### src/rtl/wdg_seq_pkg.sv
// Shared constants, enums and step helpers for the watchdog sequencing master.
package wdg_seq_pkg;

  localparam logic [11:0] WDG_LOAD   = 12'h000;
  localparam logic [11:0] WDG_CTRL   = 12'h008;
  localparam logic [11:0] WDG_INTCLR = 12'h00C;
  localparam logic [11:0] WDG_LOCK   = 12'hC00;

  localparam logic [31:0] WDG_UNLOCK_KEY = 32'h1ACCE551;
  localparam logic [31:0] WDG_RELOCK     = 32'h0000_0000;

  typedef enum logic [2:0] {
    ST_IDLE,
    ST_SETUP,
    ST_ACCESS,
    ST_NEXT,
    ST_DONE
  } wdg_state_e;

  typedef enum logic [1:0] {
    SEQ_CFG,
    SEQ_FEED,
    SEQ_DIS
  } wdg_seq_e;

  typedef enum logic [2:0] {
    STP_UNLOCK,
    STP_LOAD,
    STP_CTRL,
    STP_INTCLR,
    STP_LOCK
  } wdg_step_e;

  // Every sequence ends in LOCK, so anything past the middle step falls through to it.
  function automatic wdg_step_e step_next(input wdg_seq_e seq, input wdg_step_e step);
    wdg_step_e nxt;
    nxt = STP_LOCK;
    case (step)
      STP_UNLOCK: begin
        case (seq)
          SEQ_CFG:  nxt = STP_LOAD;
          SEQ_FEED: nxt = STP_INTCLR;
          default:  nxt = STP_CTRL;
        endcase
      end
      STP_LOAD: nxt = STP_CTRL;
      default:  nxt = STP_LOCK;
    endcase
    return nxt;
  endfunction

  function automatic logic [11:0] step_addr(input wdg_step_e step);
    logic [11:0] a;
    case (step)
      STP_LOAD:   a = WDG_LOAD;
      STP_CTRL:   a = WDG_CTRL;
      STP_INTCLR: a = WDG_INTCLR;
      default:    a = WDG_LOCK;
    endcase
    return a;
  endfunction

  function automatic logic [31:0] step_data(input wdg_step_e step, input logic [31:0] load,
                                            input logic [1:0] ctrl);
    logic [31:0] d;
    case (step)
      STP_UNLOCK: d = WDG_UNLOCK_KEY;
      STP_LOAD:   d = load;
      STP_CTRL:   d = {30'b0, ctrl};
      STP_INTCLR: d = 32'h0000_0001;
      default:    d = WDG_RELOCK;
    endcase
    return d;
  endfunction

endpackage

### src/rtl/apbif.sv
// APB3 signal bundle between the sequencing master and the watchdog slave port.
interface apbif #(
  parameter int AW = 12
) ();
  logic [AW-1:0] paddr;
  logic          psel;
  logic          penable;
  logic          pwrite;
  logic [31:0]   pwdata;
  logic [31:0]   prdata;
  logic          pready;
  logic          pslverr;

  modport master (output paddr, psel, penable, pwrite, pwdata,
                  input  prdata, pready, pslverr);
  modport slave  (input  paddr, psel, penable, pwrite, pwdata,
                  output prdata, pready, pslverr);
endinterface

### src/rtl/wdg_seq_apbwr.sv
// Single APB write engine: start launches SETUP on the next edge, ACCESS holds until pready.
module wdg_seq_apbwr #(
  parameter int PAW = 12
) (
  input  logic           clk,
  input  logic           resetn,
  input  logic           start,
  input  logic [PAW-1:0] addr,
  input  logic [31:0]    data,
  input  logic           pready,
  input  logic           pslverr,
  output logic           psel,
  output logic           penable,
  output logic           pwrite,
  output logic [PAW-1:0] paddr,
  output logic [31:0]    pwdata,
  output logic           wr_done,
  output logic           slverr
);

  logic           psel_q, psel_d;
  logic           penable_q, penable_d;
  logic [PAW-1:0] paddr_q, paddr_d;
  logic [31:0]    pwdata_q, pwdata_d;

  always_comb begin
    psel_d    = psel_q;
    penable_d = penable_q;
    paddr_d   = paddr_q;
    pwdata_d  = pwdata_q;
    wr_done   = psel_q & penable_q & pready;
    slverr    = psel_q & penable_q & pready & pslverr;
    if (!psel_q) begin
      if (start) begin
        psel_d   = 1'b1;
        paddr_d  = addr;
        pwdata_d = data;
      end
    end else if (!penable_q) begin
      penable_d = 1'b1;
    end else if (pready) begin
      psel_d    = 1'b0;
      penable_d = 1'b0;
    end
  end

  always_ff @(posedge clk or negedge resetn) begin
    if (!resetn) begin
      psel_q    <= 1'b0;
      penable_q <= 1'b0;
      paddr_q   <= '0;
      pwdata_q  <= '0;
    end else begin
      psel_q    <= psel_d;
      penable_q <= penable_d;
      paddr_q   <= paddr_d;
      pwdata_q  <= pwdata_d;
    end
  end

  // Only writes are ever issued, so pwrite simply follows psel.
  assign psel    = psel_q;
  assign penable = penable_q;
  assign pwrite  = psel_q;
  assign paddr   = paddr_q;
  assign pwdata  = pwdata_q;

endmodule

### src/rtl/wdg_seq_ctrl.sv
// Watchdog sequencing master: request arbiter, step sequencer and auto-feed timer.
module wdg_seq_ctrl
  import wdg_seq_pkg::*;
#(
  parameter int PAW = 12,
  parameter int CW  = 32
) (
  input  logic          clk,
  input  logic          resetn,
  apbif.master          apbm,
  input  logic          cfg_req,
  input  logic [31:0]   cfg_load,
  input  logic          cfg_inten,
  input  logic          cfg_resen,
  input  logic          feed_req,
  input  logic          dis_req,
  input  logic          auto_en,
  input  logic [CW-1:0] auto_ival,
  output logic          busy,
  output logic          done,
  output logic          err
);

  wdg_state_e    state_q, state_d;
  wdg_seq_e      seq_q, seq_d;
  wdg_step_e     step_q, step_d;
  logic          last_q, last_d;
  logic          err_q, err_d;
  logic          pend_cfg_q, pend_cfg_d;
  logic          pend_feed_q, pend_feed_d;
  logic          pend_dis_q, pend_dis_d;
  logic [CW-1:0] auto_cnt_q, auto_cnt_d;
  logic [31:0]   load_q, load_d;
  logic [1:0]    ctrl_q, ctrl_d;

  logic          auto_tick;
  logic          accept;
  logic          wr_start;
  wdg_step_e     wr_step;
  logic [PAW-1:0] wr_addr;
  logic [31:0]   wr_data;
  logic          wr_done;
  logic          wr_slverr;

  // Auto-feed timer keeps running while a sequence is in flight.
  always_comb begin
    auto_cnt_d = auto_cnt_q;
    auto_tick  = 1'b0;
    if (!auto_en) begin
      auto_cnt_d = '0;
    end else if (auto_ival != '0) begin
      if (auto_cnt_q >= auto_ival - CW'(1)) begin
        auto_cnt_d = '0;
        auto_tick  = 1'b1;
      end else begin
        auto_cnt_d = auto_cnt_q + CW'(1);
      end
    end
    if (state_q == ST_DONE && seq_q == SEQ_DIS) begin
      auto_cnt_d = '0;
    end
  end

  always_comb begin
    state_d     = state_q;
    seq_d       = seq_q;
    step_d      = step_q;
    last_d      = last_q;
    err_d       = err_q;
    load_d      = load_q;
    ctrl_d      = ctrl_q;
    pend_cfg_d  = pend_cfg_q | cfg_req;
    pend_feed_d = pend_feed_q | feed_req | auto_tick;
    pend_dis_d  = pend_dis_q | dis_req;
    accept      = 1'b0;
    wr_start    = 1'b0;
    wr_step     = step_q;
    case (state_q)
      ST_IDLE: begin
        if (pend_dis_q) begin
          accept     = 1'b1;
          seq_d      = SEQ_DIS;
          pend_dis_d = dis_req;
          ctrl_d     = 2'b00;
        end else if (pend_cfg_q) begin
          accept     = 1'b1;
          seq_d      = SEQ_CFG;
          pend_cfg_d = cfg_req;
          load_d     = cfg_load;
          ctrl_d     = {cfg_resen, cfg_inten};
        end else if (pend_feed_q) begin
          accept      = 1'b1;
          seq_d       = SEQ_FEED;
          pend_feed_d = feed_req | auto_tick;
        end
        if (accept) begin
          state_d  = ST_SETUP;
          step_d   = STP_UNLOCK;
          last_d   = 1'b0;
          wr_start = 1'b1;
          wr_step  = STP_UNLOCK;
        end
      end
      ST_SETUP: state_d = ST_ACCESS;
      ST_ACCESS: begin
        if (wr_done) begin
          if (wr_slverr) begin
            err_d = 1'b1;
          end
          // A failed write skips the rest so the watchdog is always relocked.
          if (step_q == STP_LOCK) begin
            if (wr_slverr) begin
              state_d = ST_DONE;
            end else begin
              last_d  = 1'b1;
              state_d = ST_NEXT;
            end
          end else begin
            step_d  = wr_slverr ? STP_LOCK : step_next(seq_q, step_q);
            state_d = ST_NEXT;
          end
        end
      end
      ST_NEXT: begin
        if (last_q) begin
          state_d = ST_DONE;
        end else begin
          wr_start = 1'b1;
          state_d  = ST_SETUP;
        end
      end
      ST_DONE: state_d = ST_IDLE;
      default: state_d = ST_IDLE;
    endcase
  end

  assign wr_addr = PAW'(step_addr(wr_step));
  assign wr_data = step_data(wr_step, load_q, ctrl_q);

  always_ff @(posedge clk or negedge resetn) begin
    if (!resetn) begin
      state_q     <= ST_IDLE;
      seq_q       <= SEQ_FEED;
      step_q      <= STP_UNLOCK;
      last_q      <= 1'b0;
      err_q       <= 1'b0;
      pend_cfg_q  <= 1'b0;
      pend_feed_q <= 1'b0;
      pend_dis_q  <= 1'b0;
      auto_cnt_q  <= '0;
    end else begin
      state_q     <= state_d;
      seq_q       <= seq_d;
      step_q      <= step_d;
      last_q      <= last_d;
      err_q       <= err_d;
      pend_cfg_q  <= pend_cfg_d;
      pend_feed_q <= pend_feed_d;
      pend_dis_q  <= pend_dis_d;
      auto_cnt_q  <= auto_cnt_d;
    end
  end

  always_ff @(posedge clk) begin
    load_q <= load_d;
    ctrl_q <= ctrl_d;
  end

  wdg_seq_apbwr #(.PAW(PAW)) u_wr (
    .clk     (clk),
    .resetn  (resetn),
    .start   (wr_start),
    .addr    (wr_addr),
    .data    (wr_data),
    .pready  (apbm.pready),
    .pslverr (apbm.pslverr),
    .psel    (apbm.psel),
    .penable (apbm.penable),
    .pwrite  (apbm.pwrite),
    .paddr   (apbm.paddr),
    .pwdata  (apbm.pwdata),
    .wr_done (wr_done),
    .slverr  (wr_slverr)
  );

  assign busy = (state_q != ST_IDLE);
  assign done = (state_q == ST_DONE);
  assign err  = err_q;

endmodule

### src/flat_wrapper.sv
// flat-port wrapper written by rule: the top's interface ports become plain ports
module wdg_seq_ctrl_flat import wdg_seq_pkg::*;
#(
  parameter int PAW = 12,
  parameter int CW  = 32
)
  (clk, resetn, cfg_req, cfg_load, cfg_inten, cfg_resen, feed_req, dis_req, auto_en, auto_ival, busy, done, err, apbm_paddr, apbm_psel, apbm_penable, apbm_pwrite, apbm_pwdata, apbm_prdata, apbm_pready, apbm_pslverr);
  apbif #(.AW(12)) apbm_i ();
  input  logic clk;
  input  logic resetn;
  input  logic cfg_req;
  input  logic [31:0] cfg_load;
  input  logic cfg_inten;
  input  logic cfg_resen;
  input  logic feed_req;
  input  logic dis_req;
  input  logic auto_en;
  input  logic [CW-1:0] auto_ival;
  output logic busy;
  output logic done;
  output logic err;
  output wire logic [$bits(apbm_i.paddr)-1:0] apbm_paddr;
  output wire logic [$bits(apbm_i.psel)-1:0] apbm_psel;
  output wire logic [$bits(apbm_i.penable)-1:0] apbm_penable;
  output wire logic [$bits(apbm_i.pwrite)-1:0] apbm_pwrite;
  output wire logic [$bits(apbm_i.pwdata)-1:0] apbm_pwdata;
  input wire logic [$bits(apbm_i.prdata)-1:0] apbm_prdata;
  input wire logic [$bits(apbm_i.pready)-1:0] apbm_pready;
  input wire logic [$bits(apbm_i.pslverr)-1:0] apbm_pslverr;
  assign apbm_paddr = apbm_i.paddr;
  assign apbm_psel = apbm_i.psel;
  assign apbm_penable = apbm_i.penable;
  assign apbm_pwrite = apbm_i.pwrite;
  assign apbm_pwdata = apbm_i.pwdata;
  assign apbm_i.prdata = apbm_prdata;
  assign apbm_i.pready = apbm_pready;
  assign apbm_i.pslverr = apbm_pslverr;
  wdg_seq_ctrl #(.PAW(PAW), .CW(CW)) u_core (.clk(clk), .resetn(resetn), .apbm(apbm_i), .cfg_req(cfg_req), .cfg_load(cfg_load), .cfg_inten(cfg_inten), .cfg_resen(cfg_resen), .feed_req(feed_req), .dis_req(dis_req), .auto_en(auto_en), .auto_ival(auto_ival), .busy(busy), .done(done), .err(err));
endmodule
### config.mk
export PLATFORM = sky130hd
export DESIGN_NAME = wdg_seq_ctrl_flat
export DESIGN_NICKNAME = d
export VERILOG_FILES = /design/src/rtl/wdg_seq_pkg.sv /design/src/rtl/apbif.sv /design/src/rtl/wdg_seq_apbwr.sv /design/src/rtl/wdg_seq_ctrl.sv /design/src/flat_wrapper.sv
export SDC_FILE = /design/constraint.sdc
export NUM_CORES = 1
export LEC_CHECK = 0
export BUFFER_PORTS_ARGS = -buffer_cell sky130_fd_sc_hd__buf_2
export CORE_MARGIN = 2
export CORE_UTILIZATION = 45
export DETAILED_ROUTE_END_ITERATION = 16
export GPL_ROUTABILITY_DRIVEN = 0
export PLACE_DENSITY_LB_ADDON = 0.08
export SLEW_MARGIN = 25
export SYNTH_ARGS = -nofsm -noshare
export SYNTH_HDL_FRONTEND = slang
export SYNTH_SLANG_ARGS = --single-unit
### constraint.sdc
create_clock -name clk -period 7.7 [get_ports clk]
set_clock_uncertainty 0.15 [all_clocks]
set_input_delay 0.77 -clock clk [delete_from_list [all_inputs] [get_ports clk]]
set_output_delay 0.77 -clock clk [all_outputs]
set_load 0.01 [all_outputs]
==> impl_results.md, run 1 <==
* Outcome: complete, no violations
* Initial antenna violation count at 0
* Synth cell types at 60
* Worst VDD drop at 0.131 mV
* Syn. warnings at 0
* Core footprint at 0.0139 mm²
* Layout cells sized above 1 at 0.217
* Register area at 0.00307 mm²
* Slew at the pin closest to its max-slew limit at 786 ps
* Fin area at 0.00773 mm²
* CP max stage delay at 600 ps
* Multi-input logic area at 0.00319 mm²
* RSZ-0062 raised after global routing: no
* FMAX at 190 MHz
* Critical Path AT at 5410 ps
* Htree depth at 4
* Worst path top cell family by delay: simple AND/OR/NAND/NOR gates
* Die width at 124 µm
* Clk_lat worst skew at 410 ps
* Final ANT Viol Nets at 0
* CP required at 7850 ps
* Syn Area/Cell at 9.71 µm²
* Setup bufs post-CTS at 0
* First-pass iteration count of the detailed router at 5
* Largest net degree at the start of global routing at 83
* Period Utilization, post-route at 0.683
* Slowest cell on the critical path: nand3_2
* Seq/Total Area, Yosys at 0.476
* Routed vias at 5441
* First-pass GRT wire length at 25.3 mm
* CP startpoint kind: primary input
* Vias per cell at 5.67
* Pre-CTS setup slack at 2000 ps
* Number of CTS-inserted buffers at 17
* CTS Sinks at 116
* CTS tree: built
* # resized after CTS at 0
* Final core utilization at 0.555
* CTS hold repair buffers at 0
* GRT overflow at 0
* Root Buffer: clkbuf_16
* Final Hold Fails at 0
* Max_slew headroom at 0.475
* DRC Markers at 0
* Total Die Area at 0.0153 mm²
* Worst hold margin at 252 ps
* Total power at 2.12 mW
* Final setup viols at 0
* Most common cell after layout, fill and taps aside: buf_2
* Placed cell area at 0.00716 mm²
* Post-Route WL at 15.6 mm
* Cells after Synth at 665
* Ports at 156
* Reg2reg end: u_core.auto_cnt_q[11]$_DFFE_PN0P_
* Critical path depth in cells at 16
* Commonest cells after routing, fill and taps aside: 114 x buf_2, 88 x nand2_1, 81 x dfrtp_1
* Port Buffer Count at 115
* Async SR Flop Fraction at 0.707
* Slew Viols, Final at 0
* Hold Crit Class: in2async
* Average wire per standard cell at 16.3 µm
* Worst Setup SP: auto_ival[11]
* R2r worst-path depth at 8
* Number of placed cells counting well taps at 928
* Area growth, synth to finish at 19.7%
* CP max FO at 26
* Nets at 908
* Setup_tns at 0 ps
* Critical Path End: u_core.auto_cnt_q[11]$_DFFE_PN0P_
* Layout filler cell count at 1237
* Worst Path Buf+Inv at 1
* FF-to-FF Start: u_core.auto_cnt_q[18]$_DFFE_PN0P_
* Initial core utilization at 0.464
* #FFs+latches synth at 116
* Pwr dens at 274 mW/mm²
* # diodes at 0
* Lkg Pwr at 3.42 nW
* Crit path time final at 5260 ps
* Num rows at 43
* Fin worst setup slack at 2440 ps
* Reg2reg setup slack at 4190 ps
* DRT iter0 DRCs at 588
* Clk buf depth at 2
* Critical Path, Cell by Cell: buf_2 -> or4_4 -> nor3_4 -> nand4_2 -> or4_4 -> or3_4 -> nor4_4 -> xnor2_1 -> ha_1 -> a21oi_1 -> nand2_1 -> a21oi_1 -> nand3_1 -> a21oi_2 -> nand3_2 -> o31ai_1
* Post-synth EDFFs at 34
* MaxCap Viol Count at 0
* Die Span Y at 124 µm
* Ys flop type: dfrtp_1
* Hpwl dp at 11.0 mm
* Clock-pin slew of the registers on the worst-case setup and hold paths at 50 ps
* Fin cells at 960
* CP endpoint kind: flop
* Total GRT Usage at 0.214
* Crit Path Class: in2reg
* Mapped Area at 0.00646 mm²
* Vias in the first global route at 5181
==> report_power, final <==
group | switching, mW | internal, mW | total (mW)
clock | 0.264 | 0.502 | 0.766
sequential | 0.0868 | 0.775 | 0.862
combinational | 0.318 | 0.174 | 0.492
total | 0.668 | 1.45 | 2.12
==> Yosys cell counts, types with 4 or more instances <==
cell | count | area share
a21oi_1 | 31 | 0.024
nor3_1 | 18 | 0.014
nand2_1 | 89 | 0.052
a211o_1 | 4 | 0.0054
xnor2_1 | 23 | 0.031
nor2_1 | 42 | 0.024
o31ai_1 | 22 | 0.026
and4_1 | 4 | 0.0054
nand2b_1 | 8 | 0.0077
nand4_1 | 20 | 0.019
dfrtp_1 | 81 | 0.31
nor2b_1 | 4 | 0.0039
o21ai_0 | 44 | 0.034
inv_1 | 15 | 0.0087
edfxtp_1 | 34 | 0.16
a32oi_1 | 19 | 0.026
a21o_1 | 5 | 0.0058
or3_1 | 4 | 0.0039
and3_1 | 25 | 0.024
nor4_1 | 7 | 0.0068
xor2_1 | 11 | 0.015
a31oi_1 | 5 | 0.0048
nand3_1 | 22 | 0.017
buf_4 | 10 | 0.012
clkbuf_1 | 29 | 0.017
ha_1 | 35 | 0.068
==> worst min path at each step <==
stage	from	to	slack, ps	depth (start not counted)
2_1_floorplan	resetn	u_core.auto_cnt_q[0]$_DFFE_PN0P_	320	0
3_3_place_gp	u_core.err$_DFFE_PN0P_	u_core.err$_DFFE_PN0P_	290	1
3_5_place_dp	u_core.err$_DFFE_PN0P_	u_core.err$_DFFE_PN0P_	290	1
4_1_cts	resetn	u_core.u_wr.pwdata[13]$_DFFE_PN0P_	290	1
5_1_grt	resetn	u_core.u_wr.pwdata[13]$_DFFE_PN0P_	310	1
6_report	resetn	u_core.u_wr.pwdata[13]$_DFFE_PN0P_	250	1
==> layer usage <==
layer | share of wire | GRT usage
met1 | 0.45 | 0.278
met2 | 0.48 | 0.356
met3 | 0.064 | 0.0499
met4 | 0.014 | 0.0639
met5 | 0 | 0
==> cell type report <==
class / count / area share
timing repair buffer: 119 / 0.0791
multi-input combinational: 498 / 0.413
clock buffer: 20 / 0.0565
clock inverter: 12 / 0.0178
tap: 180 / 0.0291
inverter: 15 / 0.00728
sequential: 116 / 0.397
==> cell families (layout without fill, tap and decap cells) <==
group	count (synthesis)	count (layout)	share of synthesized area
compound gates	152	152	0.153
fa+ha+maj	35	35	0.0678
other cells	1	8	0.000581
simple gates	269	269	0.216
flops	116	116	0.476
buf+inv	58	166	0.0401
xor+xnor	34	34	0.0461
==> state kept, by name (all words and copies together) (netlist names) <==
signal               count
u_core.u_wr.paddr        3
u_core.err               1
u_core.ctrl_q            2
u_core.u_wr.pwdata      32
u_core.pend_feed_q       1
u_core.load_q           32
u_core.last_q            1
u_core.u_wr.psel         1
u_core.seq_q             2
u_core.state_q           3
u_core.u_wr.penable      1
u_core.pend_cfg_q        1
u_core.auto_cnt_q       32
u_core.pend_dis_q        1
u_core.step_q            3
Note: power is estimated with default switching activity, not from simulation.
==> inputs of run 2 (changes only) <==
--- a/config.mk
+++ b/config.mk
@@ -5,6 +5,7 @@
 export SDC_FILE = /design/constraint.sdc
 export NUM_CORES = 1
 export LEC_CHECK = 0
+export ABC_AREA = 1
 export BUFFER_PORTS_ARGS = -buffer_cell sky130_fd_sc_hd__buf_2
 export CORE_MARGIN = 2
 export CORE_UTILIZATION = 45
==> constraint.sdc (replaced) <==
create_clock -name clk -period 4.5 [get_ports clk]
set_clock_uncertainty 0.15 [all_clocks]
set_input_delay 0.45 -clock clk [delete_from_list [all_inputs] [get_ports clk]]
set_output_delay 0.45 -clock clk [all_outputs]
set_load 0.01 [all_outputs]
==> impl_results.md, run 2 <==
* Htree depth at 4
* DRC Markers at 0
* RSZ-0062 raised after global routing: no
* CTS hold repair buffers at 0
* Slew at the pin closest to its max-slew limit at 770 ps
* Port Buffer Count at 115
* Critical Path, Cell by Cell: buf_2 -> inv_1 -> ha_1 -> nand2_2 -> nor2_4 -> nand3_1 -> nor3b_2 -> nand4_1 -> xor2_1 -> ha_1 -> nand2_1 -> o21ai_0 -> nand2_1 -> nand3_1 -> nor2_1 -> and2_1 -> nand3_1 -> nand2_1
* FF-to-FF Start: u_core.state_q[1]$_DFFE_PN0P_
* Vias per cell at 4.84
* Clk buf depth at 2
* Reg2reg setup slack at 2090 ps
* Syn. warnings at 0
* Lkg Pwr at 4.16 nW
* Commonest cells in the netlist: 237 x nand2_1, 107 x nor2_1, 104 x inv_1
* # diodes at 0
* Average wire per standard cell at 13.1 µm
* Setup bufs post-CTS at 0
* CP max stage delay at 470 ps
* Final Hold Fails at 40
* Initial antenna violation count at 0
* Hold Crit Class: in2async
* Slew Viols, Final at 0
* Slowest cell on the critical path: and2_1
* Number of CTS-inserted buffers at 17
* Total GRT Usage at 0.200
* Max_slew headroom at 0.487
* Mapped Area at 0.00691 mm²
* CTS tree: built
* Clock-pin slew of the registers on the worst-case setup and hold paths at 60 ps
* Syn Area/Cell at 7.94 µm²
* Count leader, synth: nand2_1
* #FFs+latches synth at 116
* Ports at 156
* Vias in the first global route at 5456
* Dominant cell type by area after synthesis: dfrtp_1
* Worst path top cell family by delay: simple AND/OR/NAND/NOR gates
* CP max FO at 11
* Final ANT Viol Nets at 0
* Clk_lat worst skew at 410 ps
* Num rows at 45
* Outcome: complete, but fails checks
* Post-Route WL at 15.6 mm
* First-pass GRT wire length at 25.8 mm
* # resized after CTS at 0
* Area growth, synth to finish at 19.0%
* Most common cell after layout, fill and taps aside: nand2_1
* CP required at 4690 ps
* Violated checks: hold timing
* Period Utilization, post-route at 0.717
* Post-synth EDFFs at 34
* Critical Path AT at 3420 ps
* Largest net degree at the start of global routing at 61
* Final setup viols at 0
* CTS Sinks at 116
* Seq/Total Area, Yosys at 0.445
* Number of placed cells counting well taps at 1160
* Crit Path Class: in2reg
* Pwr dens at 470 mW/mm²
* Fin cells at 1192
* Worst VDD drop at 0.284 mV
* Reg2reg end: u_core.auto_cnt_q[14]$_DFFE_PN0P_
* FMAX at 310 MHz
* Ys flop type: dfrtp_1
* DRT iter0 DRCs at 301
* Routed vias at 5769
* Nets at 1132
* Crit path time final at 3230 ps
* Initial core utilization at 0.458
* Worst Path Buf+Inv at 2
* Async SR Flop Fraction at 0.707
* Die width at 128 µm
* Total Die Area at 0.0164 mm²
* Layout cells sized above 1 at 0.175
* Root Buffer: clkbuf_16
* Critical path depth in cells at 18
* CP endpoint kind: flop
* R2r worst-path depth at 8
* First-pass iteration count of the detailed router at 5
* Top post-synthesis cells by area: dfrtp_1 29%, edfxtp_1 15%, nand2_1 13%
* Core footprint at 0.0151 mm²
* Top cell type's share of synthesized area at 0.293
* Setup_tns at 0 ps
* CP startpoint kind: primary input
* Cells after Synth at 870
* Worst hold margin at -28.5 ps
* Hpwl dp at 11.4 mm
* Layout filler cell count at 1460
* GRT overflow at 0
* Commonest cells after routing, fill and taps aside: 237 x nand2_1, 114 x buf_2, 107 x nor2_1
* Die Span Y at 128 µm
* MaxCap Viol Count at 0
* Synth cell types at 44
[run 2: how the worst max path moves through the flow]
| stage | start | endpoint | slack, ps |
|---|---|---|---|
| detailed placement | auto_ival[0] | u_core.pend_feed_q$_DFF_PN0_ | 810 |
| CTS | auto_ival[0] | u_core.auto_cnt_q[26]$_DFFE_PN0P_ | 1260 |
| global placement | auto_ival[0] | u_core.auto_cnt_q[27]$_DFFE_PN0P_ | 850 |
| floorplan | u_core.state_q[2]$_DFFE_PN0P_ | u_core.load_q[0]$_DFFE_PP_ | 820 |
| global route | auto_ival[0] | u_core.auto_cnt_q[30]$_DFFE_PN0P_ | 1000 |
| finish | auto_ival[0] | u_core.auto_cnt_q[6]$_DFFE_PN0P_ | 1270 |
[run 2: final cells by class]
cell class                 instances  area [µm²]  area share
clock buffer                      17         425      0.0517
clock inverter                    15         171      0.0208
inverter                         109         409      0.0497
multi-input combinational        627        3290       0.401
sequential                       116        3070       0.374
tap                              188         235      0.0286
timing repair buffer             120         616      0.0748
[run 2: kinds of logic after synthesis]
group / count (synthesis) / synth area share
simple gates: 460 / 0.284
buf+inv: 134 / 0.0831
flops: 116 / 0.445
compound gates: 77 / 0.0646
xor+xnor: 47 / 0.0596
fa+ha+maj: 35 / 0.0634
other cells: 1 / 0.000543
[run 2: stage by stage]
| step | utilization | power, mW | hold slack, ps | instance area, µm² | setup slack, ps |
|---|---|---|---|---|---|
| 2_1_floorplan | - | 2.19 | 4.41 | 6940 | 821 |
| 3_3_place_gp | 0.506 | 2.54 | 300 | 7630 | 847 |
| 3_5_place_dp | 0.506 | 2.55 | 304 | 7630 | 810 |
| 4_1_cts | 0.545 | 3.91 | 0.196 | 8230 | 1260 |
| 5_1_grt | 0.545 | 4.13 | 35.9 | 8230 | 999 |
| 6_report | 0.545 | 3.87 | -28.5 | 8230 | 1270 |
[run 2: routing by layer]
metal / global-route usage / routed length (µm)
met5: 0 / 0
met4: 0.0621 / 204
met3: 0.0492 / 819
met2: 0.333 / 7280
met1: 0.258 / 7260
[run 2: report_power, final]
group	internal (mW)	switching [mW]	total [mW]	leakage, nW
Sequential	1.33	0.133	1.46	1.38
Combinational	0.371	0.694	1.07	2.50
Clock	0.830	0.513	1.34	0.292
Total	2.53	1.34	3.87	4.16
==> inputs of run 3 (changes only) <==
==> constraint.sdc (replaced) <==
create_clock -name clk -period 2.7 [get_ports clk]
set_clock_uncertainty 0.15 [all_clocks]
set_input_delay 0.27 -clock clk [delete_from_list [all_inputs] [get_ports clk]]
set_output_delay 0.27 -clock clk [all_outputs]
set_load 0.01 [all_outputs]
==> impl_results.md, run 3 (synthesis gave the netlist of run 2 again) <==
* First-pass iteration count of the detailed router at 5
* Psw at 2.35 mW
* Area growth, synth to finish at 35.6%
* Worst Path Buf+Inv at 4
* DRT iter0 DRCs at 459
* Die Span Y at 128 µm
* Die width at 128 µm
* Sw Ratio at 0.356
* Worst path top cell family by delay: simple AND/OR/NAND/NOR gates
* Clk_lat worst skew at 410 ps
* Final Hold Fails at 0
* Crit Path Class: in2reg
* Initial core utilization at 0.458
* Slowest cell on the critical path: ha_4
* Slew at the pin closest to its max-slew limit at 626 ps
* Root Buffer: clkbuf_16
* Initial antenna violation count at 0
* Final core utilization at 0.621
* CP endpoint kind: flop
* MaxCap Viol Count at 0
* Outcome: complete, no violations
* Final setup viols at 0
* Layout filler cell count at 1376
* Critical Path AT at 2840 ps
* Post-Route WL at 17.4 mm
* Register area at 0.00307 mm²
* CP max FO at 6
* Pwr dens at 705 mW/mm²
* Most common cell after layout, fill and taps aside: nand2_1
* Num rows at 45
* Average wire per standard cell at 13.5 µm
* Core footprint at 0.0151 mm²
* Vias in the first global route at 5927
* Largest net degree at the start of global routing at 58
* Multi-input logic area at 0.00351 mm²
* Period Utilization, post-route at 0.982
* Worst hold margin at 9.45 ps
* Commonest cells after routing, fill and taps aside: 231 x nand2_1, 112 x buf_2, 100 x inv_1
* DRC Markers at 0
* GRT overflow at 0
* Hold Crit Class: in2reg
* Layout cells sized above 1 at 0.260
* Slew Viols, Final at 0
* Total Die Area at 0.0164 mm²
* CP required at 2890 ps
* RSZ-0062 raised after global routing: yes
* CP dominant cell by count: nor2_1
* CTS tree: built
* Clock share of power at 0.336
* Critical path depth in cells at 22
* Hpwl dp at 12.5 mm
* Max_slew headroom at 0.582
* Number of CTS-inserted buffers at 17
* Crit path time final at 2650 ps
* CP max stage delay at 260 ps
* Worst VDD drop at 0.505 mV
* Lkg Pwr at 4.69 nW
* Cell Int Power at 4.25 mW
* Placed cell area at 0.00813 mm²
* Combinational share of power at 0.297
* WHS Path Cells at 3
* Nets at 1233
* CTS Sinks at 116
* CP startpoint kind: primary input
* Port Buffer Count at 115
* FMAX at 377 MHz
* First-pass GRT wire length at 28.4 mm
* Htree depth at 4
* Clk buf depth at 2
* Critical Path, Cell by Cell: buf_6 -> nor2_4 -> nand2_2 -> nor2_4 -> nand2_4 -> inv_2 -> nand4_1 -> nor2_1 -> nand2_1 -> o21bai_1 -> nand2_1 -> ha_4 -> a21oi_2 -> nor2_1 -> nor2_1 -> nand3_2 -> nor2_4 -> nand3_2 -> nand2_2 -> clkinv_4 -> clkbuf_16 -> nor2_1
* R2r worst-path depth at 8
* Routed vias at 6289
* # diodes at 0
* Fin area at 0.00937 mm²
* Share of power burned in registers at 0.368
* Final ANT Viol Nets at 0
* Clock-pin slew of the registers on the worst-case setup and hold paths at 60 ps
* Vias per cell at 4.86
* Total GRT Usage at 0.221
* Ports at 156
## run 3: final cells by class
class	count	share of cell area
multi-input cells	627	0.375
repair buffers	221	0.165
flip-flops and latches	116	0.328
well taps	188	0.0251
clock buffers	17	0.0454
clock inverters	15	0.0172
inverters	109	0.0446
## run 3: path summary, 6_finish.rpt
kind / from / to / slack, ps
setup / recovery: auto_ival[2] / u_core.auto_cnt_q[9]$_DFFE_PN0P_ / 50
min in group asynchronous: resetn / u_core.auto_cnt_q[31]$_DFFE_PN0P_ / 170
hold reg to reg: u_core.load_q[26]$_DFFE_PP_ / u_core.u_wr.pwdata[26]$_DFFE_PN0P_ / 320
max in group asynchronous: resetn / u_core.seq_q[0]$_DFFE_PN1P_ / 1570
hold / removal: cfg_inten / u_core.ctrl_q[0]$_SDFFCE_PP0P_ / 9
setup reg to reg: u_core.pend_dis_q$_DFF_PN0_ / u_core.u_wr.pwdata[0]$_DFFE_PN0P_ / 530
## run 3: power groups by stage
stage                     combinational [mW]  clock [mW]  sequential [mW]
after floorplan                         1.11           0             2.54
after global placement                  1.86           0             2.45
after detailed placement                1.89           0             2.45
after CTS                               1.93        2.26             2.43
after global routing                    2.22        2.34             2.48
final                                   1.96        2.22             2.43
## run 3: timing repair
action | in CTS | in global routing
cloned | 0 | 3
pin swaps | 0 | 26
hold endpoints to repair | 61 | 0
hold buffers | 38 | 0
buffers inserted | 0 | 2
gates resized for setup | 1 | 58
endpoints found under the setup margin | 11 | 33
## run 3: layer usage
layer,routed length [µm],global-route usage,vias up
li1,-,-,3229
met1,8210,0.312,2928
met2,8380,0.356,123
met3,719,0.0371,9
met4,116,0.0549,0
met5,0,0,-
## run 3: per-stage QoR
step	power, mW	instances	worst slack, ps	TNS (ps)
after global placement	4.31	1218	-508	-11940
after floorplan	3.65	877	2.56	0
after detailed placement	4.34	1218	-577	-13420
after global routing	7.04	1293	-122	-2550
after CTS	6.62	1288	34.2	0
final	6.61	1293	48.3	0
## run 3: tightest hold or removal path, cell delays in order
cell and delay, ps:
buf_2 80, inv_1 30, nor2_1 70
